## config.mk

```make
export PLATFORM = sky130hd
export DESIGN_NAME = xalu_ise_issue
export DESIGN_NICKNAME = d
export VERILOG_FILES = /design/src/rtl/xalu_ise_pkg.sv /design/src/rtl/xalu_ise_dec.sv /design/src/rtl/xalu_ise_issue.sv
export SDC_FILE = /design/constraint.sdc
export NUM_CORES = 1
export LEC_CHECK = 0
export CORE_MARGIN = 8
export CORE_UTILIZATION = 34
export CTS_CLUSTER_DIAMETER = 40
export DETAILED_ROUTE_END_ITERATION = 12
export HOLD_SLACK_MARGIN = 0.06
export PLACE_DENSITY = 0.76
export SLEW_MARGIN = 20
export SYNTH_ARGS = -nofsm -noshare
export SYNTH_HDL_FRONTEND = slang
export SYNTH_SLANG_ARGS = --single-unit
```

## constraint.sdc

```tcl
create_clock -name ise_clk -period 1.3 [get_ports ise_clk]
set_input_delay 0.325 -clock ise_clk [delete_from_list [all_inputs] [get_ports ise_clk]]
set_output_delay 0.325 -clock ise_clk [all_outputs]
set_load 0.02 [all_outputs]
```

## src/rtl/xalu_ise_pkg.sv

```systemverilog
// Shared constants for the custom-0..3 ISE issue path: custom indices, opcodes, FSM encoding.
// Pure declarations; no latency and no backpressure of its own.
package xalu_ise_pkg;

   localparam logic [1:0] CUSTOM_0 = 2'd0;
   localparam logic [1:0] CUSTOM_1 = 2'd1;
   localparam logic [1:0] CUSTOM_2 = 2'd2;
   localparam logic [1:0] CUSTOM_3 = 2'd3;

   localparam logic [6:0] OPC_CUSTOM_0 = 7'h0B;
   localparam logic [6:0] OPC_CUSTOM_1 = 7'h2B;
   localparam logic [6:0] OPC_CUSTOM_2 = 7'h5B;
   localparam logic [6:0] OPC_CUSTOM_3 = 7'h7B;

   localparam logic [1:0] ST_IDLE  = 2'd0;
   localparam logic [1:0] ST_ISSUE = 2'd1;
   localparam logic [1:0] ST_RESP  = 2'd2;

   typedef enum logic [1:0] {
      S_IDLE  = ST_IDLE,
      S_ISSUE = ST_ISSUE,
      S_RESP  = ST_RESP
   } state_e;

endpackage

```

## src/rtl/xalu_ise_dec.sv

```systemverilog
// Combinational decode of a RISC-V word into {is_custom, fn, imm, rd} for the ISE port.
// Zero latency; no flow control.
module xalu_ise_dec
   import xalu_ise_pkg::*;
(
   input  logic [31:0] instr_i,
   output logic        is_custom_o,
   output logic [4:0]  fn_o,
   output logic [6:0]  imm_o,
   output logic [4:0]  rd_o
);

   logic [1:0] idx;
   logic       unused_bits;

   always_comb begin
      is_custom_o = 1'b1;
      idx         = CUSTOM_0;
      case (instr_i[6:0])
         OPC_CUSTOM_0: idx = CUSTOM_0;
         OPC_CUSTOM_1: idx = CUSTOM_1;
         OPC_CUSTOM_2: idx = CUSTOM_2;
         OPC_CUSTOM_3: idx = CUSTOM_3;
         default:      is_custom_o = 1'b0;
      endcase
   end

   assign fn_o  = {instr_i[14:12], idx};
   assign imm_o = instr_i[31:25];
   assign rd_o  = instr_i[11:7];

   // Register-source fields arrive as operand values, so their index bits are not needed here.
   assign unused_bits = ^instr_i[24:15];

endmodule

```

## src/rtl/xalu_ise_issue.sv

```systemverilog
// ISE issue/writeback FSM: accept -> ise_val next cycle -> rsp_val one cycle after ise_oval (timeout -> illegal).
// req_rdy only in IDLE or when RESP drains; rsp_* held until rsp_rdy. Optional perf counters: XALU_ISE_PERF_EN.
module xalu_ise_issue
   import xalu_ise_pkg::*;
#(
   parameter int MAX_WAIT = 4
`ifdef XALU_ISE_PERF_EN
  ,parameter int CNT_W    = 32
`endif
)(
   input  logic        ise_clk,
   input  logic        ise_rst,
   input  logic        req_val,
   output logic        req_rdy,
   input  logic [31:0] req_instr,
   input  logic [31:0] req_rs1,
   input  logic [31:0] req_rs2,
   output logic        rsp_val,
   input  logic        rsp_rdy,
   output logic [4:0]  rsp_rd,
   output logic [31:0] rsp_data,
   output logic        rsp_ill,
   output logic        ise_val,
   output logic [4:0]  ise_fn,
   output logic [6:0]  ise_imm,
   output logic [31:0] ise_in1,
   output logic [31:0] ise_in2,
   input  logic        ise_oval,
   input  logic [31:0] ise_out
`ifdef XALU_ISE_PERF_EN
  ,output logic [CNT_W-1:0] perf_ops
  ,output logic [CNT_W-1:0] perf_ill
`endif
);

   localparam int              WW        = (MAX_WAIT > 1) ? $clog2(MAX_WAIT) : 1;
   localparam logic [WW-1:0]   WAIT_LAST = WW'(MAX_WAIT - 1);

   state_e        state_q;
   logic [WW-1:0] wait_q;
   logic          rsp_val_q, rsp_ill_q, ise_val_q;
   logic [4:0]    rsp_rd_q, ise_fn_q;
   logic [6:0]    ise_imm_q;
   logic [31:0]   rsp_data_q, ise_in1_q, ise_in2_q;

   logic          dec_custom;
   logic [4:0]    dec_fn, dec_rd;
   logic [6:0]    dec_imm;
   logic          accept, done_ok, timeout;

   xalu_ise_dec u_dec (
      .instr_i     (req_instr),
      .is_custom_o (dec_custom),
      .fn_o        (dec_fn),
      .imm_o       (dec_imm),
      .rd_o        (dec_rd)
   );

   assign req_rdy = (state_q == S_IDLE) | ((state_q == S_RESP) & rsp_rdy);
   assign accept  = req_val & req_rdy;
   assign done_ok = (state_q == S_ISSUE) & ise_oval;
   // A result arriving on the last wait cycle beats the timeout.
   assign timeout = (state_q == S_ISSUE) & ~ise_oval & (wait_q == WAIT_LAST);

   always_ff @(posedge ise_clk) begin
      if (!ise_rst) begin
         state_q    <= S_IDLE;
         wait_q     <= '0;
         rsp_val_q  <= 1'b0;
         rsp_ill_q  <= 1'b0;
         rsp_rd_q   <= '0;
         rsp_data_q <= '0;
         ise_val_q  <= 1'b0;
         ise_fn_q   <= '0;
         ise_imm_q  <= '0;
         ise_in1_q  <= '0;
         ise_in2_q  <= '0;
      end else if (accept) begin
         ise_in1_q <= req_rs1;
         ise_in2_q <= req_rs2;
         ise_fn_q  <= dec_fn;
         ise_imm_q <= dec_imm;
         rsp_rd_q  <= dec_rd;
         wait_q    <= '0;
         if (dec_custom) begin
            state_q   <= S_ISSUE;
            ise_val_q <= 1'b1;
            rsp_val_q <= 1'b0;
            rsp_ill_q <= 1'b0;
         end else begin
            state_q    <= S_RESP;
            rsp_val_q  <= 1'b1;
            rsp_ill_q  <= 1'b1;
            rsp_data_q <= '0;
         end
      end else begin
         case (state_q)
            S_ISSUE: begin
               if (done_ok) begin
                  state_q    <= S_RESP;
                  ise_val_q  <= 1'b0;
                  rsp_val_q  <= 1'b1;
                  rsp_ill_q  <= 1'b0;
                  rsp_data_q <= ise_out;
               end else if (timeout) begin
                  state_q    <= S_RESP;
                  ise_val_q  <= 1'b0;
                  rsp_val_q  <= 1'b1;
                  rsp_ill_q  <= 1'b1;
                  rsp_data_q <= '0;
               end else begin
                  wait_q <= wait_q + 1'b1;
               end
            end
            S_RESP: begin
               if (rsp_rdy) begin
                  state_q   <= S_IDLE;
                  rsp_val_q <= 1'b0;
               end
            end
            default: ;
         endcase
      end
   end

   assign rsp_val  = rsp_val_q;
   assign rsp_ill  = rsp_ill_q;
   assign rsp_rd   = rsp_rd_q;
   assign rsp_data = rsp_data_q;
   assign ise_val  = ise_val_q;
   assign ise_fn   = ise_fn_q;
   assign ise_imm  = ise_imm_q;
   assign ise_in1  = ise_in1_q;
   assign ise_in2  = ise_in2_q;

`ifdef XALU_ISE_PERF_EN
   logic [CNT_W-1:0] perf_ops_q, perf_ill_q;

   always_ff @(posedge ise_clk) begin
      if (!ise_rst) begin
         perf_ops_q <= '0;
         perf_ill_q <= '0;
      end else begin
         if (done_ok)
            perf_ops_q <= perf_ops_q + 1'b1;
         if ((accept & ~dec_custom) | timeout)
            perf_ill_q <= perf_ill_q + 1'b1;
      end
   end

   assign perf_ops = perf_ops_q;
   assign perf_ill = perf_ill_q;
`endif

endmodule

```

Yosys cells after proc, flatten, opt, wreduce, memory -nomap -nowiden
Cells that the tools add are included.

Register bits after elaboration: 120. Bits of input ports: 133. Output and inout bits: 117. Word-level logic and storage cells: 71.

Multiplexer cells: 27. Add/subtract/negate cells: 1. Equality and inequality tests: 11. Bitwise operators: 10. Reductions and logical operators: 11.

Operators with widths (count): two-way mux 32 bit (5); equality test 7 bit, second input constant (2); two-way mux 1 bit (14); AND reduction 3 bit (4); two-way mux 2 bit (5); equality test 7 x 4 -> 1 bit, second input constant (1); equality test 7 x 6 -> 1 bit, second input constant (1); one-hot mux 2 bit (3 select lines) (1); nonzero test 3 bit (2); bitwise AND 1 bit (5); equality test 2 bit, second input constant (2); inequality test 2 bit, second input constant (2); inequality test 4 bit, second input constant (1); inverter 1 bit (4); one-hot mux 2 bit (2 select lines) (1); OR reduction 4 bit (1); inequality test 3 bit, second input constant (1); adder 2 x 1 -> 2 bit, second input constant (1); equality test 2 x 1 -> 1 bit, second input constant (1); logical NOT 2 bit (1); one-hot mux 1 bit (2 select lines) (1); AND reduction 2 bit (1); nonzero test 2 bit (1); OR reduction 2 bit (1); bitwise OR 1 bit (1).

Depth between registers and ports, before layout
Depth after elaboration: 7. Mapped depth: 6. Gate-level depth less buffers: 5.

Modules after synthesis
Synthesis repeated with hierarchy kept, for this count alone.

Cells, all modules: 501. Area, all modules: 4548.1 µm².

Modules (own cells, without submodules): xalu_ise_issue (times used 1, sequential area each 2382.3 µm², cells an instance 480, area each 4379.2 µm²); xalu_ise_dec (times used 1, sequential area each 0.0 µm², cells an instance 21, area each 168.9 µm²).

Worst setup path after synthesis
No wires, ideal clock.

Kind: register to register. Start: reg state_q[1]. End: reg rsp_data_q[10], in the netlist rsp_data[10]. Setup time: 0.117 ns. Period minus slack after synthesis: 1.412 ns. Buffers on the path: 1. Data arrival time: 1.295 ns. Path slack: -0.112 ns. Cell stages (with the launch flop): 6. Data required time: 1.183 ns. Cells stage by stage: dfxtp_1 and2b_4 a211oi_2 nor2_2 buf_6 a22o_1.

Longest elaborated chain between the ends: 6. Elaborated cells on any way between the ends: 16. Classes of those cells: 3 x eq/ne; 3 x mux; 6 x bitwise; 4 x reduce/logical.

RTL lines: start: declaration (line xalu_ise_issue.sv:39) `state_e state_q;`; start signal: assignment (line xalu_ise_issue.sv:67) `state_q <= S_IDLE;`; start signal: assignment (line xalu_ise_issue.sv:86) `state_q <= S_ISSUE;`; start signal: assignment (line xalu_ise_issue.sv:91) `state_q <= S_RESP;`; equality test 2 bit (line xalu_ise_issue.sv:59) `assign req_rdy = (state_q == S_IDLE) | ((state_q == S_RESP) & rsp_rdy);`; bitwise AND 1 bit (line xalu_ise_issue.sv:59); bitwise OR 1 bit (line xalu_ise_issue.sv:59); bitwise AND 1 bit (line xalu_ise_issue.sv:60) `assign accept = req_val & req_rdy;`; inequality test 2 bit (no line) (tied with other cells); AND reduction 3 bit (no line); end signal: assignment (line xalu_ise_issue.sv:104) `rsp_data_q <= ise_out;`; end: declaration (line xalu_ise_issue.sv:44) `logic [31:0] rsp_data_q, ise_in1_q, ise_in2_q;`.

Several ways; a longest one is shown, not always the timed one. The select of a mux whose other input is x is not followed. A chain may end at the register's enable or synchronous reset.

Worst setup path in the final report
Start: reg state_q[0]. End: reg rsp_data_q[1], in the netlist rsp_data[1].

The elaborated chain is that of the path after synthesis.

==> results <==
==> path summary, 6_finish.rpt <==
check	from	slack, ns	depth (start not counted)	end
worst min-delay path	ise_rst	0.22	3	wait_q[0]$_SDFFE_PP0P_
worst min register to register	ise_in2[6]$_SDFFE_PN0P_	0.45	2	ise_in2[6]$_SDFFE_PN0P_
worst max-delay path	state_q[0]$_SDFFE_PN0P_	-0.18	6	rsp_data[1]$_SDFFE_PN0P_
worst max register to register	state_q[0]$_SDFFE_PN0P_	-0.18	6	rsp_data[1]$_SDFFE_PN0P_
==> what timing repair did <==
item	CTS	global route
gates cloned	13	5
pin swaps	15	28
setup buffers	6	8
endpoints found under the hold margin	0	0
gates resized for setup	520	85
setup endpoints to repair	233	126
==> layout make-up <==
cell class / count / area [um2] / share of cell area
Antenna cell: 1 / 2.50 / 0.000322
Clock buffer: 24 / 482 / 0.0620
Clock inverter: 8 / 72.6 / 0.00934
Inverter: 1 / 3.75 / 0.000483
Multi-Input combinational cell: 311 / 1980 / 0.255
Sequential cell: 119 / 2400 / 0.309
Tap cell: 172 / 215 / 0.0277
Timing Repair Buffer: 288 / 2610 / 0.336
==> kinds of logic (layout without fill, tap and decap cells) <==
group	Yosys count	after routing
and+or+nand+nor	184	185
DFF	119	119
adders and majority gates	1	1
muxes	1	1
xor gates and xnor gates	2	2
other	0	1
buffers and inverters	34	321
AOI/OAI and AO/OA	122	122
==> placed cells by master (no fill, tap or decap), drive strengths merged, types with 3 or more instances in the layout <==
cell	n
nand2	164
buf	163
clkdlybuf4s50	119
dfxtp	119
a21boi	81
a22o	32
clkbuf	28
nor2	7
clkinv	4
clkinvlp	3
o21ai	3
and3	3
==> stage by stage <==
step | setup WS [ns] | TNS, ns | hold WS, ns | std cells | total power, uW
after global placement | -0.693 | -74.50 | 0.440 | 863 | 5360
after detailed placement | -0.732 | -74.82 | 0.444 | 863 | 5400
after CTS | -0.184 | -16.15 | 0.214 | 914 | 9960
after floorplan | -0.0133 | -0.398 | 0.451 | 463 | 4560
final | -0.181 | -14.40 | 0.225 | 924 | 9980
after global routing | -0.227 | -19.94 | 0.218 | 924 | 10400
==> routing by layer <==
metal	part of all wire	wire, um	GRT usage	up-vias
met2	0.49	8750	0.352	207
met3	0.096	1710	0.0947	26
li1	-	-	-	2108
met5	0	0	0	-
met4	0.019	339	0.0802	0
met1	0.39	7020	0.210	2093
==> state kept, by name, indices dropped and copies added (netlist names) <==
register  count
ise_imm       7
ise_val       1
rsp_rd        5
rsp_ill       1
ise_fn        5
ise_in2      32
wait_q        2
state_q       2
rsp_data     32
ise_in1      32
==> power by group through the flow <==
stage | Combinational [uW] | Sequential [uW] | Clock [uW]
6_report | 1730 | 3900 | 4350
5_1_grt | 1830 | 3920 | 4650
4_1_cts | 1630 | 3890 | 4440
3_5_place_dp | 1430 | 3970 | 0
3_3_place_gp | 1400 | 3960 | 0
2_1_floorplan | 405 | 4160 | 0
==> worst register-to-register path: stages (launching register included) <==
cell and delay, ns:
dfxtp_4 0.35, nand2b_4 0.15, buf_4 0.14, a211oi_4 0.23, nor2_2 0.07, buf_12 0.17, a22o_2 0.27
==> flow_summary.html <==
<table>
<tr><th>Metric</th><th>Value</th></tr>
<tr><th colspan="2">CTS</th></tr>
<tr><td>H-tree Lvls</td><td>4</td></tr>
<tr><td>CTS Buffer Depth</td><td>2</td></tr>
<tr><td>Clk sinks</td><td>119</td></tr>
<tr><td>CTS Root Buffer Type</td><td>clkbuf_16</td></tr>
<tr><td>Quantity of hold-fixing buffers added after cts</td><td>0</td></tr>
<tr><td>Worst-path clk slew</td><td>0.05 ns</td></tr>
<tr><td>Clock tree from TritonCTS</td><td>done</td></tr>
<tr><td>TritonCTS buffer count</td><td>17</td></tr>
<tr><td>Clock network latency to the later pin of the worst-skew pair</td><td>0.41 ns</td></tr>
<tr><th colspan="2">STA</th></tr>
<tr><td>Part of the cycle the worst path needs</td><td>1.14</td></tr>
<tr><td>Final worst path period need</td><td>1.48 ns</td></tr>
<tr><td>Final hold violation count</td><td>0</td></tr>
<tr><td>Number of failing setup endpoints in the final timing report</td><td>121</td></tr>
<tr><td>RSZ-0062 raised after global routing</td><td>yes</td></tr>
<tr><td>Worst clock skew on the final layout</td><td>0.00860 ns</td></tr>
<tr><td>Transition time of the tightest slew-check pin</td><td>0.360 ns</td></tr>
<tr><td>Fmax</td><td>675 MHz</td></tr>
<tr><td>Worst Setup Slack, final</td><td>-0.181 ns</td></tr>
<tr><td>Worst slew slack as a fraction of its limit</td><td>0.757</td></tr>
<tr><td>Fin. max-slew vios</td><td>0</td></tr>
<tr><th colspan="2">Routing</th></tr>
<tr><td>DRC viols</td><td>0</td></tr>
<tr><td>Vias</td><td>4434</td></tr>
<tr><td>Via density per instance</td><td>4.80</td></tr>
<tr><td>Average detailed-routed wire length per instance</td><td>19.3 um</td></tr>
<tr><td>Antenna Violating Nets Remaining</td><td>0</td></tr>
<tr><td>Detailed-router iteration count before antenna repair</td><td>5</td></tr>
<tr><td>Aggregate routed wire length</td><td>17800 um</td></tr>
<tr><td>Starting DRC count in detailed routing</td><td>162</td></tr>
<tr><th colspan="2">Worst setup path</th></tr>
<tr><td>Kind of cell adding the most delay to the critical path</td><td>compound AO/OA/AOI/OAI gates</td></tr>
<tr><td>Worst endpoint data arrival time</td><td>1.78 ns</td></tr>
<tr><td>Maximum fanout count along the critical path</td><td>32</td></tr>
<tr><td>Cells along the critical path</td><td>nand2b_4, buf_4, a211oi_4, nor2_2, buf_12, a22o_2</td></tr>
<tr><td>Data required time at the worst endpoint</td><td>1.60 ns</td></tr>
<tr><td>Count of buffer and inverter cells on the critical path</td><td>2</td></tr>
<tr><td>Critical Path Sink Type</td><td>register</td></tr>
<tr><td>Master of the slowest instance on the critical path</td><td>dfxtp_4</td></tr>
<tr><td>Maximum cell stage delay along the critical path</td><td>0.35 ns</td></tr>
<tr><td>Worst Path Class, Setup</td><td>register to register</td></tr>
<tr><td>Kind of start point of the critical path</td><td>register</td></tr>
<tr><th colspan="2">Finish</th></tr>
<tr><td>Total of fill cells in the finished design</td><td>1066</td></tr>
<tr><td>Final cell utilization of the core</td><td>0.620</td></tr>
<tr><td>Layout cell share with drive strength beyond 1</td><td>0.362</td></tr>
<tr><td>Layout net count</td><td>872</td></tr>
<tr><td>Post-route design area</td><td>0.00777 mm2</td></tr>
<tr><td>Syn-to-layout area delta</td><td>79.8%</td></tr>
<tr><th colspan="2">Floorplanning</th></tr>
<tr><td>Core Box Area</td><td>0.0125 mm2</td></tr>
<tr><td>Initial cell density of the core</td><td>0.345</td></tr>
<tr><td>Std-Cell Rows</td><td>41</td></tr>
<tr><td>Full die area</td><td>0.0166 mm2</td></tr>
<tr><td>Die outline height</td><td>129 um</td></tr>
<tr><td>Top-Level Pins</td><td>250</td></tr>
<tr><td>Width of the chip</td><td>129 um</td></tr>
<tr><th colspan="2">Synthesis</th></tr>
<tr><td>Gate count of the mapped netlist</td><td>463</td></tr>
<tr><td>Fraction of synthesized cell area in xor and xnor cells</td><td>0.00406</td></tr>
<tr><td>Number of synthesis warnings</td><td>0</td></tr>
<tr><td>Synthesized-area fraction occupied by adder cells</td><td>0.00290</td></tr>
<tr><td>Share of the synthesized area in the top cell type</td><td>0.552</td></tr>
<tr><td>Mapped Avg Cell Area</td><td>9.33 um2</td></tr>
<tr><td>Count of different cell masters after synthesis</td><td>35</td></tr>
<tr><td>Sequential area share after synthesis</td><td>0.552</td></tr>
<tr><td>Dominant combinational cell family by area after synthesis</td><td>compound AO/OA/AOI/OAI gates</td></tr>
<tr><td>Post-synthesis share of cell area spent on and, or, nand and nor gates</td><td>0.173</td></tr>
<tr><td>Library cell with the highest instance count after synthesis</td><td>nand2_1</td></tr>
<tr><td>Post-synth ARST share</td><td>0</td></tr>
<tr><td>Number of enable-type register cells in the synthesized netlist</td><td>0</td></tr>
<tr><td>Syn nets</td><td>597</td></tr>
<tr><td>Multiplexer share of the synthesized area</td><td>0.00232</td></tr>
<tr><td>Complex-gate fraction of the synthesized area</td><td>0.222</td></tr>
<tr><td>Synthesized area</td><td>0.00432 mm2</td></tr>
<tr><td>Flip-flop and latch count after synthesis</td><td>119</td></tr>
<tr><td>Commonest cells in the synthesized netlist</td><td>164 x nand2_1, 119 x dfxtp_1, 68 x a21boi_1</td></tr>
<tr><td>Post-synth top area cell</td><td>dfxtp_1</td></tr>
<tr><td>Ys flop type</td><td>dfxtp_1</td></tr>
<tr><td>Ranking of synthesized cells by area</td><td>dfxtp_1 55%, nand2_1 14%, a21boi_1 12%</td></tr>
<tr><th colspan="2">Pwr</th></tr>
<tr><td>Largest voltage drop on the vdd net</td><td>1110 uV</td></tr>
<tr><td>Cell-internal power</td><td>7480 uW</td></tr>
<tr><td>Leakage power total</td><td>0.00347 uW</td></tr>
<tr><td>Sequential Power Share</td><td>0.391</td></tr>
<tr><td>Switching power as a share of total power</td><td>0.251</td></tr>
<tr><td>Switching power</td><td>2500 uW</td></tr>
<tr><td>Share of power burned in combinational logic</td><td>0.173</td></tr>
<tr><td>P per Cell Area</td><td>1290 mW/mm2</td></tr>
<tr><td>Portion of total power attributed to the clock network</td><td>0.436</td></tr>
<tr><th colspan="2">GRT</th></tr>
<tr><td>Initial antenna violation count</td><td>1</td></tr>
<tr><td>Global router's overall resource usage</td><td>0.204</td></tr>
<tr><td>First-pass GRT wire length</td><td>25600 um</td></tr>
<tr><td>Global route total overflow</td><td>0</td></tr>
<tr><td>Number of global-route vias before repair</td><td>4703</td></tr>
<tr><td>Maximum number of pins on one net before global-route repair</td><td>57</td></tr>
<tr><th colspan="2">Placement</th></tr>
<tr><td>Buffers on Ports</td><td>239</td></tr>
<tr><td>Placed Instance Area</td><td>0.00698 mm2</td></tr>
<tr><td>Global placer's final weighted congestion</td><td>0.777</td></tr>
<tr><td>Placed wire-length estimate</td><td>10800 um</td></tr>
<tr><th colspan="2">Outcome</th></tr>
<tr><td>Failing checks</td><td>negative setup slack</td></tr>
<tr><td>Outcome</td><td>finished, violations left</td></tr>
<tr><th colspan="2">Flow run</th></tr>
<tr><td>Max-cap check violation count</td><td>0</td></tr>
<tr><th colspan="2">Worst hold path</th></tr>
<tr><td>Class of the tightest hold or removal check</td><td>input port to register</td></tr>
</table>
Power figures use the tool's default switching activity.
